`config.mk`:
```
export PLATFORM = sky130hd
export DESIGN_NAME = window_gen_l2
export DESIGN_NICKNAME = d
export VERILOG_FILES = /design/src/rtl/window_gen_l2.sv
export SDC_FILE = /design/constraint.sdc
export NUM_CORES = 1
export LEC_CHECK = 0
export ABC_AREA = 1
export BUFFER_PORTS_ARGS = -buffer_cell sky130_fd_sc_hd__buf_2
export CAP_MARGIN = 20
export CORE_ASPECT_RATIO = 2
export CORE_MARGIN = 1.5
export CORE_UTILIZATION = 61
export DETAILED_ROUTE_END_ITERATION = 6
export GPL_ROUTABILITY_DRIVEN = 0
export HOLD_SLACK_MARGIN = 0.15
export PLACE_DENSITY = 0.85
export SLEW_MARGIN = 20
export SYNTH_ARGS = -nofsm -noshare
export SYNTH_HDL_FRONTEND = slang
export SYNTH_SLANG_ARGS = --single-unit
```
`constraint.sdc`:
```
create_clock -name i_clk -period 2.3 [get_ports i_clk]
set_input_delay 0.115 -clock i_clk [delete_from_list [all_inputs] [get_ports i_clk]]
set_output_delay 0.115 -clock i_clk [all_outputs]
set_load 0.03 [all_outputs]
```
`src/rtl/window_gen_l2.sv`:
```
// Purpose : 3x3 sliding-window generator over a raster-scanned F x F single-channel
//           feature map, feeding the layer-2 convolution array (one instance per channel).
// Latency : 1 cycle from the accepted pixel at (row>=2, col>=2) to o_window_valid.
// Backpr. : none; the source paces the block with i_pixel_valid and all state holds
//           while it is low.
//
// Ports:
//   i_clk          rising-edge clock
//   i_rst          asynchronous active-low reset
//   i_pixel_data   B-bit pixel, row-major raster order
//   i_pixel_valid  qualifies i_pixel_data and i_sof
//   i_sof          with i_pixel_valid: this pixel is (0,0) of a new frame
//   o_window_data  9*B-bit window, element (r,c) at [(3*r+c)*B +: B], r=0 oldest row
//   o_window_valid one-cycle pulse per emitted window
//   o_frame_done   one-cycle pulse coincident with the last window of a frame

module window_gen_l2 #(
  parameter int F = 14,
  parameter int B = 8
) (
  input  logic           i_clk,
  input  logic           i_rst,
  input  logic [B-1:0]   i_pixel_data,
  input  logic           i_pixel_valid,
  input  logic           i_sof,
  output logic [9*B-1:0] o_window_data,
  output logic           o_window_valid,
  output logic           o_frame_done
);

  localparam int             CW   = (F > 1) ? $clog2(F) : 1;
  localparam logic [CW-1:0] LAST = CW'(F - 1);
  localparam logic [CW-1:0] TWO  = CW'(2);

  // Raster position of the next expected pixel.
  logic [CW-1:0] col_q, row_q;
  logic [CW-1:0] col_d, row_d;

  // Position of the pixel on the input this cycle (i_sof overrides the counters).
  logic [CW-1:0] cur_col, cur_row;

  // Line buffers: lb_old_q holds row r-2, lb_new_q holds row r-1, indexed by column.
  logic [B-1:0] lb_old_q [F];
  logic [B-1:0] lb_new_q [F];

  // Window registers, [row][col], row 0 oldest, col 0 leftmost.
  logic [B-1:0] win_q [3][3];
  logic [B-1:0] win_d [3][3];
  logic [9*B-1:0] win_flat_d;

  logic [B-1:0] col_top, col_mid;
  logic         emit, last_px;

  // Position resolution and counter advance.
  always_comb begin
    cur_col = i_sof ? '0 : col_q;
    cur_row = i_sof ? '0 : row_q;
    col_d   = col_q;
    row_d   = row_q;
    if (i_pixel_valid) begin
      if (cur_col == LAST) begin
        col_d = '0;
        row_d = (cur_row == LAST) ? '0 : cur_row + 1'b1;
      end else begin
        col_d = cur_col + 1'b1;
        row_d = cur_row;
      end
    end
  end

  // New column entering the window: two buffered rows above the live pixel.
  always_comb begin
    col_top = lb_old_q[cur_col];
    col_mid = lb_new_q[cur_col];
  end

  // Shift window left by one column and append the new column on the right.
  always_comb begin
    for (int r = 0; r < 3; r++) begin
      win_d[r][0] = win_q[r][1];
      win_d[r][1] = win_q[r][2];
    end
    win_d[0][2] = col_top;
    win_d[1][2] = col_mid;
    win_d[2][2] = i_pixel_data;
  end

  always_comb begin
    win_flat_d = '0;
    for (int r = 0; r < 3; r++) begin
      for (int c = 0; c < 3; c++) begin
        win_flat_d[(3*r+c)*B +: B] = win_d[r][c];
      end
    end
  end

  // A window is complete only once two earlier rows and two earlier columns exist;
  // the row gate also keeps rows of the previous frame out of the first windows.
  assign emit    = i_pixel_valid && (cur_row >= TWO) && (cur_col >= TWO);
  assign last_px = i_pixel_valid && (cur_row == LAST) && (cur_col == LAST);

  always_ff @(posedge i_clk or negedge i_rst) begin
    if (!i_rst) begin
      col_q          <= '0;
      row_q          <= '0;
      o_window_data  <= '0;
      o_window_valid <= 1'b0;
      o_frame_done   <= 1'b0;
      for (int i = 0; i < F; i++) begin
        lb_old_q[i] <= '0;
        lb_new_q[i] <= '0;
      end
      for (int r = 0; r < 3; r++) begin
        for (int c = 0; c < 3; c++) begin
          win_q[r][c] <= '0;
        end
      end
    end else begin
      o_window_valid <= emit;
      o_frame_done   <= last_px;
      if (i_pixel_valid) begin
        col_q             <= col_d;
        row_q             <= row_d;
        lb_old_q[cur_col] <= lb_new_q[cur_col];
        lb_new_q[cur_col] <= i_pixel_data;
        win_q             <= win_d;
      end
      // Output word only changes when a window is emitted.
      if (emit) begin
        o_window_data <= win_flat_d;
      end
    end
  end

endmodule

```
==> flow_summary_export.csv <==
group,metric,value,unit
synthesis,ys_seq_area_share,54.6,%
die,initial_core_util,62.0,%
clock_tree,ctsHtreeMaxLevel,1,
placed_design,place_area,16900,um2
routing,drt_iter0_markers,1706,
clock_tree,tritoncts,"yes",
clock_tree,cts_root_buf,"clkbuf_16",
die,dieArea,27600,um2
worst_setup_path,cpPeakStageDelay,0.48,ns
sta,hold_viol_final,0,
worst_setup_path,r2r-end,"lb_old_q[16]$_DFFE_PN0P_",
routing,ant_nets,0,
worst_setup_path,path_max_fanout,34,
worst_hold_path,hold_path_class,"input pin to asynchronous set/reset pin",
placed_design,dp.final_hpwl,29600,um
sta,whs,0.137,ns
cells_and_area,antenna_cells,0,
worst_setup_path,critPathBufInv,2,
synthesis,ys_types,32,
global_routing,grt_use_total,34.8,%
power_and_ir_drop,p_int,11.5,mW
sta,finalCriticalPeriod,2.22,ns
power_and_ir_drop,p_clk_share,31.5,%
worst_setup_path,timing.rr.start,"col_q[0]$_DFFE_PN0P_",
routing,wl_per_cell,19.1,um
cells_and_area,final_area,18000,um2
die,rows,84,
sta,slew_violations,0,
worst_setup_path,path_cells,"buf_4, nand3_1, nand2_1, nand2_1, nand2_1, nand2_1, nand2_1, buf_4, o21ai_0, nand2_1",
synthesis,ys_top_cells_by_count,"nand2_1 (998), dfrtp_1 (354), o21ai_0 (243)",
synthesis,synth_edf_count,0,
worst_setup_path,cpMaxStageDelayCell,"dfrtp_2",
power_and_ir_drop,seq_power_share,48.0,%
sta,setup_viol,0,
outcome,status,"finished with violations",
sta,finClkSkew,0.0161,ns
flow_run,max_cap_viol_count,0,
worst_setup_path,required,2.78,ns
sta,grt_setup_unrepaired,"false",
cells_and_area,area_delta_synth_final,11.2,%
synthesis,syn_avg_cell_area,7.92,um2
clock_tree,clock_latency,0.56,ns
global_routing,antenna_found_initial,0,
worst_setup_path,crit_top_cell,"nand2_1",
power_and_ir_drop,combinationalPowerShare,20.6,%
clock_tree,clk_path_buf_depth,3,
routing,num_vias,14700,
synthesis,synth_fp_nets,2060,
cells_and_area,utilization,68.9,%
synthesis,async_flop_share,100,%
sta,fin_crit_sh,96.4,%
global_routing,met2_usage,59.2,%
power_and_ir_drop,pwr_density_cell,929,nW/um2
power_and_ir_drop,p_leak,9.89,nW
global_routing,gr-max-usage-layer,"met2",
cells_and_area,finalNetCount,2109,
global_routing,use_met3,5.25,%
sta,slew_headroom,47.4,%
global_routing,grt_pass1_wl,75600,um
synthesis,synth_top_area_share,54.6,%
synthesis,postSynthCellCount,2048,
cells_and_area,drive_gt1_share,11.2,%
global_routing,grt_pass1_vias,14700,
worst_setup_path,crit_path_start_kind,"flop",
global_routing,use_met1,40.3,%
synthesis,yosys_register_bits,354,
synthesis,netlist.top_cell.by_area,"dfrtp_1",
worst_setup_path,end_kind,"flop",
worst_setup_path,crit_family,"simple AND/OR/NAND/NOR gates",
outcome,failed_checks,"DRC",
global_routing,overflow,0,
worst_setup_path,rr_worst_depth,10,
placed_design,port_buffers,85,
die,coreArea,26200,um2
clock_tree,clock_sinks,354,
routing,dr.pass1.iters,7,
clock_tree,clk_pin_slew,0.08,ns
routing,drcViolationCount,1,
synthesis,synth_flop_cell,"dfrtp_1",
sta,max_freq,451,MHz
synthesis,synthTopCellsByArea,"dfrtp_1 (55%), nand2_1 (23%), o21ai_0 (7.5%), nand3_1 (3.2%), o21ai_1 (2.7%)",
worst_setup_path,critPathArrivalTime,2.70,ns
synthesis,synth_warnings,0,
synthesis,synth_area,16200,um2
die,die_x,118,um
power_and_ir_drop,ir_worst_vdd,0.660,mV
sta,worst_pin_slew,0.789,ns
die,ios,86,
die,die_h,234,um
sta,tns,0,ns
power_and_ir_drop,power,16.8,mW
clock_tree,cts_made_buffers,28,
synthesis,synth.most_common_cell,"nand2_1",
power_and_ir_drop,p_sw_share,31.6,%
routing,viasPerCell,5.97,
power_and_ir_drop,p_sw,5.30,mW
routing,wl,47000,um
worst_setup_path,critPathKind,"flop to flop",
global_routing,grt_max_degree,111,
worst_setup_path,reg2reg_slack,0.08,ns
[cell usage in the layout, fill, tap and decap left out, types with 9 or more instances in the layout]
| cell type | n |
|---|---|
| buf_12 | 15 |
| inv_2 | 20 |
| clkbuf_16 | 29 |
| dlygate4sd3_1 | 10 |
| nand2_1 | 998 |
| o21ai_0 | 242 |
| nand2_2 | 9 |
| buf_2 | 84 |
| nor2_4 | 14 |
| o21ai_1 | 88 |
| inv_1 | 67 |
| buf_4 | 34 |
| nand3_1 | 104 |
| dfrtp_1 | 353 |
[per-layer routing]
layer / part of all wire (%) / vias to the layer above
li1: - / 6553
met2: 50 / 930
met4: 7.4 / 0
met5: 0 / -
met1: 34 / 6913
met3: 8.9 / 288
[stage by stage]
stage / instances / setup WS, ns
final: 2459 / 0.0833
after global routing: 2459 / 0.0196
after CTS: 2459 / 0.168
after detailed placement: 2401 / 0.184
after global placement: 2401 / 0.271
after floorplan: 2048 / 0.520
[power groups by stage]
| stage | Combinational (mW) | Sequential [mW] | Clock, mW |
|---|---|---|---|
| floorplan | 2.07 | 8.03 | 0 |
| global placement | 3.13 | 8.05 | 0 |
| detailed placement | 3.25 | 8.10 | 0 |
| CTS | 3.33 | 8.00 | 5.28 |
| global route | 3.80 | 8.14 | 5.50 |
| finish | 3.45 | 8.04 | 5.28 |
[worst max path at each step]
stage	from	end	cells past startpoint
2_1_floorplan	col_q[0]$_DFFE_PN0P_	lb_old_q[104]$_DFFE_PN0P_	13
3_3_place_gp	i_sof	o_window_data[43]$_DFFE_PN0P_	13
3_5_place_dp	i_sof	o_window_data[42]$_DFFE_PN0P_	13
4_1_cts	col_q[0]$_DFFE_PN0P_	o_window_data[42]$_DFFE_PN0P_	10
5_1_grt	col_q[1]$_DFFE_PN0P_	lb_old_q[28]$_DFFE_PN0P_	10
6_report	col_q[0]$_DFFE_PN0P_	lb_old_q[16]$_DFFE_PN0P_	10
[sequential cells by signal, summed over array words and instances, names as in the netlist]
name / flops
lb_new_q: 112
lb_old_q: 112
o_window_data: 72
win_d: 48
col_q: 4
row_q: 4
o_frame_done: 1
o_window_valid: 1
[cell type report]
cell class,count,area (um2)
sequential,354,8860
fill,1929,8130
multi-input combinational,1479,6320
timing repair buffer,144,1090
clock buffer,37,806
tap,344,430
inverter,90,343
clock inverter,11,189
[worst reg2reg max path: cells and delay by family (launching register included)]
family,cells,cell delay (ns)
buf+inv,2,0.63
compound gates,1,0.12
flops,1,0.48
simple gates,7,0.90
[what timing repair did]
item | in CTS | in global routing
endpoints found under the hold margin | 365 | 0
endpoints found under the setup margin | 0 | 1
hold buffers | 10 | 0
gates resized for setup | 0 | 2
setup buffers | 0 | 0
[logic make-up after synthesis]
family / Yosys count / synth area share, %
buffers and inverters: 215 / 6.58
DFF: 354 / 54.6
xor gates and xnor gates: 1 / 0.0540
AOI/OAI and AO/OA: 336 / 10.4
and+or+nand+nor: 1142 / 28.3
Power figures use the tool's default switching activity.
